==> src/rtl/seq_game_ctrl_if.sv <==
// Handshake and data bundle between the game controller, user keypad, sequence
// memory and sequence counter. Slave is the controller's view.
interface seq_game_ctrl_if #(
  parameter int SIZE = 4
);
  logic            enter;
  logic            key_valid;
  logic [SIZE-1:0] key;
  logic [SIZE-1:0] seq_val;
  logic            end_FPGA;
  logic            R_FPGA;
  logic            E_FPGA;
  logic [SIZE-1:0] round;
  logic [SIZE-1:0] user_idx;
  logic            show;
  logic            win;
  logic            lose;
  logic [2:0]      state;

  modport slave (
    input  enter, key_valid, key, seq_val, end_FPGA,
    output R_FPGA, E_FPGA, round, user_idx, show, win, lose, state
  );

  modport master (
    output enter, key_valid, key, seq_val, end_FPGA,
    input  R_FPGA, E_FPGA, round, user_idx, show, win, lose, state
  );
endinterface

==> src/rtl/seq_game_ctrl.sv <==
// Memory-game sequencer: plays a growing sequence, then checks user key entry.
// Optional macro TIMEOUT_EN adds a user inactivity timeout of TIMEOUT_CYC cycles.
module seq_game_ctrl #(
  parameter int SIZE        = 4,
  parameter int MAX_ROUND   = 15,
  parameter int TIMEOUT_CYC = 1000
) (
  input logic           CLKHZ,
  input logic           R,
  seq_game_ctrl_if.slave bus
);

  localparam logic [2:0] S_INIT      = 3'd0;
  localparam logic [2:0] S_SETUP     = 3'd1;
  localparam logic [2:0] S_PLAY_FPGA = 3'd2;
  localparam logic [2:0] S_PLAY_USER = 3'd3;
  localparam logic [2:0] S_CHECK     = 3'd4;
  localparam logic [2:0] S_NEXT_RND  = 3'd5;
  localparam logic [2:0] S_RESULT    = 3'd6;

  localparam logic [SIZE-1:0] MAX_R = SIZE'(MAX_ROUND);

  // round and user_idx rely on MAX_ROUND fitting in SIZE bits to never wrap
  if (MAX_ROUND < 0 || MAX_ROUND > (2**SIZE) - 1) begin : g_bad_max_round
    $error("seq_game_ctrl: MAX_ROUND does not fit in SIZE bits");
  end
  if (TIMEOUT_CYC < 1) begin : g_bad_timeout
    $error("seq_game_ctrl: TIMEOUT_CYC must be at least 1");
  end

  logic [2:0]      state_q;
  logic [SIZE-1:0] round_q;
  logic [SIZE-1:0] idx_q;
  logic [SIZE-1:0] key_q;
  logic            win_q;
  logic            lose_q;
  logic            to_hit;

`ifdef TIMEOUT_EN
  localparam int TW = $clog2(TIMEOUT_CYC + 1);
  logic [TW-1:0] to_cnt;

  // Held at zero outside PLAY_USER, so it starts from zero on every entry
  always_ff @(posedge CLKHZ) begin
    if (R) begin
      to_cnt <= '0;
    end else if (state_q != S_PLAY_USER || bus.key_valid) begin
      to_cnt <= '0;
    end else begin
      to_cnt <= to_cnt + 1'b1;
    end
  end

  assign to_hit = (to_cnt == TW'(TIMEOUT_CYC - 1));
`else
  assign to_hit = 1'b0;
`endif

  always_ff @(posedge CLKHZ) begin
    if (R) begin
      state_q <= S_INIT;
      round_q <= '0;
      idx_q   <= '0;
      key_q   <= '0;
      win_q   <= 1'b0;
      lose_q  <= 1'b0;
    end else begin
      case (state_q)
        S_INIT: begin
          if (bus.enter) state_q <= S_SETUP;
        end
        S_SETUP: begin
          round_q <= '0;
          idx_q   <= '0;
          state_q <= S_PLAY_FPGA;
        end
        S_PLAY_FPGA: begin
          if (bus.end_FPGA) begin
            idx_q   <= '0;
            state_q <= S_PLAY_USER;
          end
        end
        S_PLAY_USER: begin
          if (bus.key_valid) begin
            key_q   <= bus.key;
            state_q <= S_CHECK;
          end else if (to_hit) begin
            lose_q  <= 1'b1;
            state_q <= S_RESULT;
          end
        end
        S_CHECK: begin
          if (key_q != bus.seq_val) begin
            lose_q  <= 1'b1;
            state_q <= S_RESULT;
          end else if (idx_q == round_q) begin
            state_q <= S_NEXT_RND;
          end else begin
            idx_q   <= idx_q + 1'b1;
            state_q <= S_PLAY_USER;
          end
        end
        S_NEXT_RND: begin
          if (round_q == MAX_R) begin
            win_q   <= 1'b1;
            state_q <= S_RESULT;
          end else begin
            round_q <= round_q + 1'b1;
            state_q <= S_PLAY_FPGA;
          end
        end
        S_RESULT: begin
          if (bus.enter) begin
            win_q   <= 1'b0;
            lose_q  <= 1'b0;
            round_q <= '0;
            idx_q   <= '0;
            state_q <= S_INIT;
          end
        end
        default: state_q <= S_INIT;
      endcase
    end
  end

  // Counter clear pulses once in SETUP and once per non-final NEXT_RND
  assign bus.R_FPGA   = (state_q == S_SETUP) ||
                        (state_q == S_NEXT_RND && round_q != MAX_R);
  assign bus.E_FPGA   = (state_q == S_PLAY_FPGA);
  assign bus.show     = (state_q == S_PLAY_FPGA);
  assign bus.round    = round_q;
  assign bus.user_idx = idx_q;
  assign bus.win      = win_q;
  assign bus.lose     = lose_q;
  assign bus.state    = state_q;

endmodule
==> src/flat_wrapper.sv <==
// flat-port wrapper written by rule: the top's interface ports become plain ports
module seq_game_ctrl_flat 
#(
  parameter int SIZE        = 4,
  parameter int MAX_ROUND   = 15,
  parameter int TIMEOUT_CYC = 1000
)
  (CLKHZ, R, bus_enter, bus_key_valid, bus_key, bus_seq_val, bus_end_FPGA, bus_R_FPGA, bus_E_FPGA, bus_round, bus_user_idx, bus_show, bus_win, bus_lose, bus_state);
  seq_game_ctrl_if #(.SIZE(SIZE)) bus_i ();
  input logic CLKHZ;
  input logic R;
  input wire logic [$bits(bus_i.enter)-1:0] bus_enter;
  input wire logic [$bits(bus_i.key_valid)-1:0] bus_key_valid;
  input wire logic [$bits(bus_i.key)-1:0] bus_key;
  input wire logic [$bits(bus_i.seq_val)-1:0] bus_seq_val;
  input wire logic [$bits(bus_i.end_FPGA)-1:0] bus_end_FPGA;
  output wire logic [$bits(bus_i.R_FPGA)-1:0] bus_R_FPGA;
  output wire logic [$bits(bus_i.E_FPGA)-1:0] bus_E_FPGA;
  output wire logic [$bits(bus_i.round)-1:0] bus_round;
  output wire logic [$bits(bus_i.user_idx)-1:0] bus_user_idx;
  output wire logic [$bits(bus_i.show)-1:0] bus_show;
  output wire logic [$bits(bus_i.win)-1:0] bus_win;
  output wire logic [$bits(bus_i.lose)-1:0] bus_lose;
  output wire logic [$bits(bus_i.state)-1:0] bus_state;
  assign bus_i.enter = bus_enter;
  assign bus_i.key_valid = bus_key_valid;
  assign bus_i.key = bus_key;
  assign bus_i.seq_val = bus_seq_val;
  assign bus_i.end_FPGA = bus_end_FPGA;
  assign bus_R_FPGA = bus_i.R_FPGA;
  assign bus_E_FPGA = bus_i.E_FPGA;
  assign bus_round = bus_i.round;
  assign bus_user_idx = bus_i.user_idx;
  assign bus_show = bus_i.show;
  assign bus_win = bus_i.win;
  assign bus_lose = bus_i.lose;
  assign bus_state = bus_i.state;
  seq_game_ctrl #(.SIZE(SIZE), .MAX_ROUND(MAX_ROUND), .TIMEOUT_CYC(TIMEOUT_CYC)) u_core (.CLKHZ(CLKHZ), .R(R), .bus(bus_i));
endmodule
==> config.mk <==
export PLATFORM = sky130hd
export DESIGN_NAME = seq_game_ctrl_flat
export DESIGN_NICKNAME = d
export VERILOG_FILES = /design/src/rtl/seq_game_ctrl_if.sv /design/src/rtl/seq_game_ctrl.sv /design/src/flat_wrapper.sv
export SDC_FILE = /design/constraint.sdc
export NUM_CORES = 1
export LEC_CHECK = 0
export BUFFER_PORTS_ARGS = -buffer_cell sky130_fd_sc_hd__clkbuf_2
export CAP_MARGIN = 30
export CORE_MARGIN = 2
export CORE_UTILIZATION = 29
export CTS_CLUSTER_SIZE = 14
export DETAILED_ROUTE_END_ITERATION = 16
export PLACE_DENSITY_LB_ADDON = 0.08
export SLEW_MARGIN = 40
export SYNTH_ARGS = -nofsm -noshare
export SYNTH_HDL_FRONTEND = slang
export SYNTH_SLANG_ARGS = --single-unit
==> constraint.sdc <==
create_clock -name CLKHZ -period 1.6 [get_ports CLKHZ]
set_input_delay 0.32 -clock CLKHZ [delete_from_list [all_inputs] [get_ports CLKHZ]]
set_output_delay 0.32 -clock CLKHZ [all_outputs]
set_load 0.05 [all_outputs]
Yosys cells after proc, flatten, opt, wreduce, memory -nomap -nowiden. Index checks and enable logic that the tools add are counted.

Flip-flop bits (word level): 17. Output and inout bits: 16. Input bits: 13.

Reductions and logical operators: 13. Mux-type cells: 20. Add/sub/neg operators: 2. Eq/ne operators: 19.

Operators by type and width (count): 2-to-1 mux 3 bit (7); one-hot mux 3 bit (7 select lines) (1); 2-to-1 mux 4 bit (5); one-hot mux 4 bit (4 select lines) (1); != test 2 bit, second input constant (7); one-hot mux 4 bit (3 select lines) (1); equality test 3 bit, second input constant (3); AND reduction 3 bit (3); adder 4 x 1 -> 4 bit, second input constant (2); equality test 3 x 2 -> 1 bit, second input constant (2); AND reduction 5 bit (1); equality test 4 bit (1); equality test 4 bit, second input constant (1); != test 2 x 1 -> 1 bit, second input constant (2); != test 4 bit (1); != test 4 bit, second input constant (1); one-hot mux 1 bit (2 select lines) (2); AND reduction 4 bit (1); nonzero test 2 bit (2); nonzero test 4 bit (1); equality test 3 x 1 -> 1 bit, second input constant (1); logical NOT 3 bit (1); 2-to-1 mux 1 bit (3); nonzero test 3 bit (1); other kinds (3) (3).

Depth between registers and ports, before layout. Gate-level depths: netlist of run 1.

Depth after elaboration: 4. Depth in mapped cells: 6. Gate-level depth less buffers: 5.

Worst setup path before layout of run 1. OpenSTA, ideal clock, no wires.

Kind: reg-to-output. Start point: register u_core.state_q[1] (netlist: u_core.bus.state[1]). End point: output bus_show. Stages on the path, launching flop included: 5. Buffers on the path: 2. Arrival: 2.171 ns. Path slack: -0.891 ns. Cell sequence: dfxtp_1 buf_2 nor2b_1 nor2b_1 buf_4.

Word-level cells in the longest chain between the ends: 1.

Ends and longest elaborated chain: start: declaration (line seq_game_ctrl.sv:31) `logic [2:0] state_q;`; start signal: assignment (line seq_game_ctrl.sv:61) `state_q <= S_INIT;`; start signal: assignment (line seq_game_ctrl.sv:70) `if (bus.enter) state_q <= S_SETUP;`; start signal: assignment (line seq_game_ctrl.sv:75) `state_q <= S_PLAY_FPGA;`; equality test 3 x 2 -> 1 bit; end: declaration (line flat_wrapper.sv:21) `output wire logic [$bits(bus_i.show)-1:0] bus_show;`.

Every way passes these cells.

Worst setup path after layout of run 1.
Start point: register u_core.state_q[2] (netlist: u_core.bus.state[2]). End point: output bus_R_FPGA.

Word-level cells in the longest chain between the ends: 3. Elaborated cells between the ends (all ways): 4. Classes of those cells: 2 x eq/ne; 2 x reduce/logical.

Ends and longest elaborated chain: equality test 3 bit (line seq_game_ctrl.sv:128) `(state_q == S_NEXT_RND && round_q != MAX_R);`; logical AND 1 bit (line seq_game_ctrl.sv:128); logical OR 1 bit * (line seq_game_ctrl.sv:127) `assign bus.R_FPGA = (state_q == S_SETUP) ||`; end: declaration (line flat_wrapper.sv:17) `output wire logic [$bits(bus_i.R_FPGA)-1:0] bus_R_FPGA;`.

Every way passes the cells marked *; elsewhere a longest branch is shown, timed or not.

==> summary.txt, run 1 <==
Worst setup path
  – Crit path DAT: 1.33 ns
  – Startpoint Class: flop
  – CP endpoint kind: output pin
  – Worst EP required: 1.28 ns
  – WS Path Type: flop to output pin
  – Critical path peak fanout: 9

Timing
  – Tcrit/Tclk final: 103.4%
  – Fmax: 604.4 MHz
  – Slew Limit Fails: 0
  – # setup viols final: 1
  – Actual slew at the worst max-slew pin: about 0.31 ns
  – Worst setup margin: -0.05457 ns
  – Unrepaired setup endpoints after global routing: true
  – Clk_skew: ~0.0014 ns
  – Final TNS setup: -0.05457 ns
  – Max_slew headroom: 78.47%
  – Final hold viol count: 0
  – Fin crit period: 1.655 ns

Layout
  – Area Growth Syn to Fin: 43.08%
  – Commonest cells after routing, fill and taps aside: 25 x clkbuf_2, 18 x buf_4, 12 x nor2_1
  – Utilization after layout: 43.13%
  – Ant diodes: 0
  – Layout net count: 190
  – Most common cell after layout, fill and taps aside: clkbuf_2
  – Proportion of layout cells with a drive suffix above 1: 40.80%
  – Fin cells: roughly 220

Routing
  – First-pass iteration count of the detailed router: 4
  – Starting DRT DRC Count: between 40 and 50
  – DRC violations left: 0
  – Final ANT Viol Nets: 0
  – Wirelength per Cell: 13.26 µm
  – Routed WL: 2944 µm
  – Vias per cell: 5.041
  – Via count: 1119

Placement
  – GP Congestion: 0.7629
  – Dpl hpwl: 2116 µm
  – Placed insts: 209
  – Port Buffers: 28

Logic synthesis
  – Top-area cell type share of the netlist area: between 30% and 40%
  – Ys async rst share: 0%
  – Synth Register Bits: 17
  – Synth area leader: dfxtp_1
  – Cell Area, Synth: between 0.001 and 0.0015 mm²
  – Register area share after synthesis: 30.84%
  – Syn Inst Count: around 130
  – Primary FF master, synth: dfxtp_1
  – Synthesized Nets: 148
  – Synth top area cells: dfxtp_1 31%, xnor2_1 6.3%, mux2i_1 4.5%, nor2_1 4.1%, nor2b_1 3.4%
  – YS warnings: 0
  – Post-synth EDFFs: 0
  – Unique masters post-synth: 44
  – Synth Area per Inst: just over 8 µm²

Global route
  – GRT Max-Usage Layer: met2
  – Met2 Usage GRT: 23.99%
  – Remaining Overflow, GRT: 0
  – Global routing usage on met1: 18.70%
  – Antenna violations before repair: 0
  – Met3 usage: 2.226%
  – Largest net degree at the start of global routing: 18
  – Vias in the first global route: 1084
  – First-pass GRT wire length: 4871 µm
  – GRT Total Usage: about 14%

Floorplan
  – Core box area: ~0.0037 mm²
  – Die area: 0.004315 mm²
  – # IOs: 29
  – Num rows: 22
  – Initial core utilization: 30.14%
  – Die H: 65.69 µm
  – Die W: 65.69 µm

Flow run
  – Max-Cap Viols: 0

Power
  – Internal Power: 725.1 µW
  – Power Dens Cells: ~670 mW/mm²
  – Clock share of power: 31.1%
  – Total net switching power: roughly 330 µW
  – Switching share of power: 31.32%
  – Sequential fraction of design power: 41.4%
  – Combinational share of power: 27.6%
  – Peak supply drop: 0.2416 mV
  – Leak: about 0.00066 µW
  – PnR Total Power: approximately 1100 µW

Clock network
  – Clock Sinks: 17
  – Skew-Pair Late Insertion Delay: around 0.25 ns
  – CTS Hold Bufs: 0
  – H-tree Lvls: 1
  – Clock root cell: clkbuf_8
  – Reg clk slew, reported paths: roughly 0.07 ns
  – Number of CTS-inserted buffers: 3
  – CTS tree: yes
  – CTS max path bufs: 2

Worst hold path
  – Worst Hold Class: primary input to flop

Status
  – Failing checks: setup timing
  – Status: finished with violations
-- layer usage --
metal / vias to the layer above / wire length [µm]
li1: 570 / -
met4: 0 / 47
met5: - / 0
met3: 5 / 110
met2: 25 / 1380
met1: 519 / 1405
-- stage by stage --
| step | hold slack [ns] | setup slack [ns] | area [µm²] |
|---|---|---|---|
| after CTS | 0.2999 | -0.06423 | 1541 |
| after floorplan | 0.4639 | -0.05687 | 1159 |
| after global placement | 0.4837 | 0.03055 | 1379 |
| final | 0.3065 | -0.05457 | 1579 |
| after detailed placement | 0.4786 | -0.005065 | 1379 |
| after global routing | 0.3331 | -0.09754 | 1579 |
-- state kept, by name, summed over array words and instances (netlist names) --
register and flops:
u_core.key_q 4, u_core.bus.user_idx 4, u_core.bus.state 3, u_core.bus.round 4, u_core.bus.lose 1, u_core.bus.win 1
-- final cells by class --
type,count,area (µm²)
clock buffers,4,45.04
fillers,395,2082
inverters,3,11.26
multi-input cells,102,748.2
flip-flops and latches,17,376.6
well taps,48,60.06
repair buffers,48,337.8
-- worst paths after layout --
kind	from	end	slack, ns	cells after the start
hold / removal	bus_key[2]	u_core.key_q[2]	0.31	3
setup / recovery	u_core.bus.state[2]	bus_R_FPGA	-0.05	4
setup reg to reg	u_core.bus.round[1]	u_core.bus.user_idx[3]	0.03	5
hold reg to reg	u_core.bus.win	u_core.bus.win	0.49	2
-- synthesized netlist by cell type, types with 3 or more instances --
master     n
mux2i_1    5
clkbuf_1   7
a211oi_1   3
nor2b_1    6
xnor2_1    8
o21ai_0    3
nand2b_1   5
nand3b_1   4
nand3_1    5
dfxtp_1   17
nand2_1    4
o21ai_1    3
or3_1      3
a21oi_1    6
nor2_1    12
nand4b_1   3
inv_1      3
-- power groups by stage --
stage	sequential (µW)	clock [µW]	combinational [µW]
final	437	328	291
after global routing	438	365	312
after CTS	436	347	283
after detailed placement	446	0	249
after global placement	446	0	247
after floorplan	476	0	154
-- cells by family (layout without fill, tap and decap cells) --
family	count (synthesis)	count (layout)	share of synthesized area [%]
AND/OR/NAND/NOR	55	55	30.27
AO/OA/AOI/OAI	31	31	19.05
flip-flops	17	17	30.84
buffers and inverters	14	55	5.895
XOR/XNOR	9	9	7.143
multiplexers	5	5	4.535
adder cells (fa/ha/maj)	2	2	2.267
-- critical path, cell delays in order (launching register included) --
cell       delay, ns
dfxtp_2         0.41
nand2b_1        0.17
nor2_1          0.07
or2_4           0.25
clkbuf_16       0.17
-- what timing repair did --
action                                  4_1_cts  5_1_grt
endpoints found under the setup margin        3        5
gates resized for setup                      15        4
setup buffers                                 6        3
pin swaps                                     4        5
Note: power is estimated with default switching activity, not from simulation.
==> run 2, diff against run 1 <==
--- a/config.mk
+++ b/config.mk
@@ -8,7 +8,7 @@
 export BUFFER_PORTS_ARGS = -buffer_cell sky130_fd_sc_hd__clkbuf_2
 export CAP_MARGIN = 30
 export CORE_MARGIN = 2
-export CORE_UTILIZATION = 29
+export CORE_UTILIZATION = 40
 export CTS_CLUSTER_SIZE = 14
 export DETAILED_ROUTE_END_ITERATION = 16
 export PLACE_DENSITY_LB_ADDON = 0.08
@@ -16,3 +16,4 @@
 export SYNTH_ARGS = -nofsm -noshare
 export SYNTH_HDL_FRONTEND = slang
 export SYNTH_SLANG_ARGS = --single-unit
+export TNS_END_PERCENT = 5
==> constraint.sdc (replaced) <==
create_clock -name CLKHZ -period 1.8 [get_ports CLKHZ]
set_input_delay 0.36 -clock CLKHZ [delete_from_list [all_inputs] [get_ports CLKHZ]]
set_output_delay 0.36 -clock CLKHZ [all_outputs]
set_load 0.05 [all_outputs]
==> run 2 against run 1 <==
Effect of this change: the flow still finishes with violations (setup timing); sequential share of layout area rose by 0.97 points; utilization rose by 10 points; global-route usage rose by 2.8 points; clock power fell by 38%; critical path depth rose by 1; worst hold slack got worse by 0.013 ns; non-clock buffer count fell by 7; count of clock-buffer cells in the layout did not move; setup slack improved by 0.054 ns; sequential cell count did not move; routed wire length fell by 10%; die area fell by 26%; critical path type unchanged; largest power group unchanged.
==> summary.txt, run 2 (synthesized netlist as in run 1, its figures left out) <==
Timing
  – Worst setup margin: -0.0006368 ns (+0.05393 ns)
  – Actual slew at the worst max-slew pin: 0.3355 ns (+0.02071 ns)
  – Fmax: 555.4 MHz
  – Unrepaired setup endpoints after global routing: true
  – Final TNS setup: -0.0006368 ns (+0.05393 ns)
  – Tcrit/Tclk final: 100.0%
  – Final hold viol count: 0 (unchanged)
  – Slew Limit Fails: 0 (unchanged)
  – # setup viols final: 1 (unchanged)
  – Max_slew headroom: 77.05% (-1.4 points)
  – Clk_skew: 0.003241 ns (+0.001801 ns)
  – Fin crit period: around 1.8 ns

Placement
  – Dpl cell area: 0.001300 mm² (-5.7%)
  – Placed insts: 188 (-10%)
  – Dpl hpwl: 1943 µm (-8.2%)
  – GP Congestion: 0.7708 (+1.0%)
  – Post-place setup slack: 0.08181 ns (+0.08687 ns)
  – Port Buffers: 28 (unchanged)

Layout
  – Most common cell after layout, fill and taps aside: clkbuf_2
  – Register Area: 356.6 µm² (-5.3%)
  – Multi-input logic area: 740.7 µm² (-1.0%)
  – Fill count: 261 (-34%)
  – Ant diodes: 0 (unchanged)
  – Proportion of layout cells with a drive suffix above 1: 34.73% (-6.1 points)
  – Final instance area: 0.001436 mm² (-9.0%)
  – Area Growth Syn to Fin: 30.16%
  – Fin cells: 198 (-11%)
  – Commonest cells after routing, fill and taps aside: 25 x clkbuf_2, 15 x buf_4, 12 x nor2_1
  – Layout net count: 183 (-3.7%)

Routing
  – Via count: 1101 (-1.6%)
  – Vias per cell: 5.561 (+10%)
  – Starting DRT DRC Count: 12 (-71%)
  – Routed WL: 2651 µm (-10%)
  – Final ANT Viol Nets: 0 (unchanged)
  – DRC violations left: 0 (unchanged)
  – First-pass iteration count of the detailed router: 4 (unchanged)
  – Wirelength per Cell: 13.39 µm (+0.96%)

Worst setup path
  – Critical path peak fanout: 4 (-5)
  – Crit path DAT: 1.44 ns (+0.11 ns)
  – Startpoint Class: flop
  – RR Endpoint: u_core.bus.user_idx[3]
  – WS Path Type: flop to output pin
  – Crit path cell chain: ha_4 > nand3_4 > nor2b_4 > or2_4 > clkbuf_16
  – Worst R2R Setup Slack: 0.19 ns (+0.16 ns)
  – Worst EP required: 1.44 ns (+0.16 ns)
  – Worst path max stage delay: 0.37 ns (-0.04 ns)
  – Delay-heaviest family, CP: simple AND/OR/NAND/NOR gates
  – WP buf/inv: 1 (unchanged)
  – Slowest-stage cell, CP: dfxtp_4
  – CP endpoint kind: output pin
  – FF-to-FF Start: u_core.bus.round[0]
  – Worst-case reg-to-reg path depth: 5 (unchanged)

Worst hold path
  – Worst Hold Class: primary input to flop
  – Hold Crit Depth: 3 (unchanged)
  – Worst Hold Endpoint: u_core.key_q[2]
  – Hold wc startpoint: bus_key[2]

Floorplan
  – Core box area: 0.002686 mm² (-27%)
  – Die W: 56.53 µm (-14%)
  – Die area: 0.003195 mm² (-26%)
  – Die H: 56.53 µm (-14%)
  – Num rows: 19 (-14%)
  – Initial core utilization: 41.08% (+11 points)
  – # IOs: 29 (unchanged)

Clock network
  – H-tree Lvls: 1 (unchanged)
  – CTS tree: yes
  – Clock Sinks: 17 (unchanged)
  – Reg clk slew, reported paths: 0.10 ns (+0.03 ns)
  – Clock root cell: clkbuf_4
  – Number of CTS-inserted buffers: 3 (unchanged)
  – Skew-Pair Late Insertion Delay: 0.29 ns (+0.04 ns)
  – CTS max path bufs: 2 (unchanged)

Status
  – Status: finished with violations
  – Failing checks: setup timing

Global route
  – Largest net degree at the start of global routing: 19 (+1)
  – Vias in the first global route: 969 (-11%)
  – GRT Total Usage: 17.20% (+2.8 points)
  – Antenna violations before repair: 0 (unchanged)
  – First-pass GRT wire length: 4388 µm (-9.9%)
  – Remaining Overflow, GRT: 0 (unchanged)

Flow run
  – Max-Cap Viols: 0 (unchanged)

Power
  – Power Dens Cells: 576.9 mW/mm² (-14%)
  – Leak: 0.0006086 µW (-8.2%)
  – Peak supply drop: 0.3691 mV (+53%)
==> run 2: worst max-delay path by stage <==
stage | start | slack, ns | depth (start not counted) | endpoint
6_report | u_core.bus.round[1] | -0.0006 | 5 | bus_R_FPGA
5_1_grt | u_core.bus.round[1] | -0.06 | 5 | bus_R_FPGA
4_1_cts | u_core.bus.state[1] | -0.02 | 4 | bus_R_FPGA
3_5_place_dp | u_core.bus.round[0] | 0.08 | 5 | bus_R_FPGA
3_3_place_gp | u_core.bus.round[0] | 0.14 | 5 | bus_R_FPGA
2_1_floorplan | u_core.bus.user_idx[1] | -0.05 | 5 | u_core.bus.user_idx[3]
==> run 2: worst min-delay path, cell delays in order <==
cell      delay (ns)
clkbuf_2        0.07
mux2i_1         0.05
nor2_1          0.07
==> run 2: layer usage <==
metal | up-vias | track usage, % | wire length (µm)
met5 | - | 0 | 0
met4 | 0 | 4.422 | 23
met3 | 4 | 5.300 | 149
met2 | 24 | 29.57 | 1342
met1 | 519 | 20.68 | 1136
li1 | 554 | - | -
==> run 2: layout make-up <==
cell class,instances,area share (%)
well taps,31,2.700
flip-flops and latches,17,24.83
inverters,3,0.7840
clock buffers,4,1.829
repair buffers,41,18.29
multi-input cells,102,51.57
==> run 2: stage by stage <==
| step | total power [µW] | hold slack [ns] | utilization [%] |
|---|---|---|---|
| floorplan | 567.7 | 0.4853 | - |
| detailed placement | 619.1 | 0.4797 | 48.39 |
| global route | 874.7 | 0.3073 | 53.47 |
| CTS | 842.0 | 0.2872 | 52.54 |
| finish | 828.7 | 0.2934 | 53.47 |
| global placement | 618.0 | 0.4691 | 48.39 |
==> run 2: where the power goes <==
part / switching [µW] / internal, µW
clock: 118 / 86.2
combinational: 131 / 89.4
sequential: 19.5 / 384
total: 269 / 560
==> run 2: what timing repair did <==
action	4_1_cts	5_1_grt
cloned	0	0
buffers inserted	3	3
pin swaps	1	1
resized for setup	13	4
hold buffers	0	0
endpoints found under the setup margin	3	3
==> run 3, diff against run 2 <==
==> constraint.sdc (replaced) <==
create_clock -name CLKHZ -period 2 [get_ports CLKHZ]
set_input_delay 0.4 -clock CLKHZ [delete_from_list [all_inputs] [get_ports CLKHZ]]
set_output_delay 0.4 -clock CLKHZ [all_outputs]
set_load 0.05 [all_outputs]
==> run 3 against run 2 <==
Effect of this change: the run now ends clean; utilization fell by 2.4 points; global-route usage hardly changed; die area unchanged; routed wire length fell by 0.94%; via count shrank 0.54%; clock skew up 0.00080 ns; total power shrank 11%; combinational power is 14% lower; worst hold slack improved by 0.041 ns; count of clock-buffer cells in the layout unchanged; sequential cell count unchanged; critical path type unchanged.
==> summary.txt, run 3 (synthesized netlist as in run 1, its figures left out) <==
Timing
  – Final TNS setup: 0 ns (+0.0006368 ns)
  – Clk_skew: 0.004039 ns (+0.0007984 ns)
  – WHS: 0.3345 ns (+0.04108 ns)
  – Slew Limit Fails: 0 (unchanged)
  – Unrepaired setup endpoints after global routing: false
  – Fin crit period: about 1.9 ns
  – Worst setup margin: 0.08053 ns (+0.08117 ns)
  – # setup viols final: 0 (-1)
  – Max_slew headroom: 78.89% (+1.8 points)
  – Tcrit/Tclk final: 95.97%
  – Fmax: 521.0 MHz
  – Final hold viol count: 0 (unchanged)
  – Actual slew at the worst max-slew pin: 0.3087 ns (-0.02683 ns)

Layout
  – Fill count: 280 (+7.3%)
  – Area Growth Syn to Fin: 24.38%
  – Multi-input logic area: 725.7 µm² (-2.0%)
  – Most common cell after layout, fill and taps aside: clkbuf_2
  – Final instance area: 0.001373 mm² (-4.4%)
  – Ant diodes: 0 (unchanged)
  – Commonest cells after routing, fill and taps aside: 27 x clkbuf_2, 14 x dfxtp_1, 12 x nor2_1
  – Proportion of layout cells with a drive suffix above 1: 30.49% (-4.2 points)
  – Register Area: 346.6 µm² (-2.8%)
  – Layout net count: 180 (-1.6%)

Worst setup path
  – Critical path peak fanout: 5 (+1)
  – Worst path max stage delay: 0.39 ns (+0.02 ns)
  – Worst EP required: 1.60 ns (+0.16 ns)
  – CP endpoint: bus_R_FPGA
  – Crit path DAT: 1.52 ns (+0.08 ns)
  – Slowest-stage cell, CP: dfxtp_4
  – CP endpoint kind: output pin
  – Crit path cell chain: ha_4 > nand3_2 > nor2b_2 > or2_1 > clkbuf_8
  – WS Path Type: flop to output pin
  – FF-to-FF Start: u_core.bus.state[2]
  – Startpoint Class: flop
  – Worst-case reg-to-reg path depth: 5 (unchanged)
  – CP startpoint: u_core.bus.round[1]
  – RR Endpoint: u_core.bus.round[3]
  – Worst R2R Setup Slack: 0.30 ns (+0.11 ns)

Clock network
  – Clock root cell: clkbuf_4
  – Clock Sinks: 17 (unchanged)
  – Number of CTS-inserted buffers: 3 (unchanged)
  – CTS tree: yes
  – H-tree Lvls: 1 (unchanged)
  – CTS max path bufs: 2 (unchanged)
  – CTS Hold Bufs: 0 (unchanged)
  – Skew-Pair Late Insertion Delay: 0.30 ns (about the same)
  – Reg clk slew, reported paths: 0.10 ns (about the same)

Routing
  – Vias per cell: 5.615 (+0.99%)
  – DR top layer: met4
  – Final ANT Viol Nets: 0 (unchanged)
  – Met2 WL: 1269 µm (-5.4%)
  – Met3 WL: 126 µm (-15%)
  – First-pass iteration count of the detailed router: 4 (unchanged)
  – Routed WL: 2626 µm (-0.94%)
  – Wirelength per Cell: 13.47 µm (+0.58%)
  – Starting DRT DRC Count: 51 (+39)
  – DRC violations left: 0 (unchanged)
  – Via count: 1095 (-0.54%)
  – Met1 WL: 1189 µm (+4.7%)

Floorplan
  – Die area: 0.003195 mm² (unchanged)
  – Num rows: 19 (unchanged)
  – Die H: 56.53 µm (unchanged)
  – Die W: 56.53 µm (unchanged)
  – Initial core utilization: 41.08% (unchanged)
  – Core box area: 0.002686 mm² (unchanged)
  – # IOs: 29 (unchanged)

Global route
  – Vias in the first global route: 981 (+1.2%)
  – Antenna violations before repair: 0 (unchanged)
  – First-pass GRT wire length: 4319 µm (-1.6%)
  – GRT Total Usage: 17.19% (about the same)
  – Largest net degree at the start of global routing: 16 (-3)
  – Remaining Overflow, GRT: 0 (unchanged)

Placement
  – GP Congestion: 0.8195 (+6.3%)
  – Post-place setup slack: 0.2217 ns (+0.1399 ns)
  – Port Buffers: 28 (unchanged)
  – Dpl cell area: 0.001297 mm² (-0.19%)
  – Dpl hpwl: 1989 µm (+2.4%)

Power
  – Peak supply drop: 0.4017 mV (+8.8%)
  – Power Dens Cells: 539.0 mW/mm² (-6.6%)
  – PnR Total Power: 739.9 µW (-11%)
  – Leak: 0.0005806 µW (-4.6%)

Status
  – Status: finished, final reports clean

Worst hold path
  – Worst Hold Class: primary input to flop
  – Hold Crit Depth: 3 (unchanged)

Flow run
  – Max-Cap Viols: 0 (unchanged)
[run 3: per-stage QoR]
step,instances,utilization [%]
final,195,51.09
after global routing,195,51.09
after CTS,193,49.74
after detailed placement,189,48.30
after global placement,189,48.30
after floorplan,133,-
[run 3: cell type report]
type,count,share of cell area (%)
multi-input cells,102,52.87
well taps,31,2.826
inverters,3,0.8204
clock buffers,4,1.914
flip-flops and latches,17,25.25
repair buffers,38,16.32
[run 3: metal layers]
layer | vias up | global-route usage [%]
li1 | 549 | -
met1 | 515 | 21.05
met2 | 26 | 28.90
met3 | 5 | 5.069
met4 | 0 | 5.102
met5 | - | 0
[run 3: worst min path at each step]
stage                          startpoint  slack, ns         endpoint
after floorplan           u_core.key_q[0]       0.49  u_core.key_q[0]
after global placement     u_core.bus.win       0.47   u_core.bus.win
after detailed placement   u_core.bus.win       0.48   u_core.bus.win
after CTS                      bus_key[0]       0.32  u_core.key_q[0]
after global routing           bus_key[2]       0.36  u_core.key_q[2]
final                          bus_key[2]       0.33  u_core.key_q[2]
[run 3: what timing repair did]
| action | CTS | global route |
|---|---|---|
| gates resized for setup | 4 | 5 |
| endpoints found under the setup margin | 1 | 1 |
| hold endpoints to repair | 0 | 0 |
| cloned | 0 | 0 |
| setup buffers | 0 | 2 |
[run 3: power breakdown]
part | switching [µW] | internal, µW
Clock | 112 | 77.8
Sequential | 12.7 | 347
Combinational | 122 | 68.5
Total | 247 | 493
[run 3: worst max-delay path, delay by kind of cell, from the launching register on]
| kind | cells | cell delay (ns) |
|---|---|---|
| AND/OR/NAND/NOR | 3 | 0.52 |
| flip-flops | 1 | 0.39 |
| buffers and inverters | 1 | 0.18 |
| adder cells (fa/ha/maj) | 1 | 0.14 |
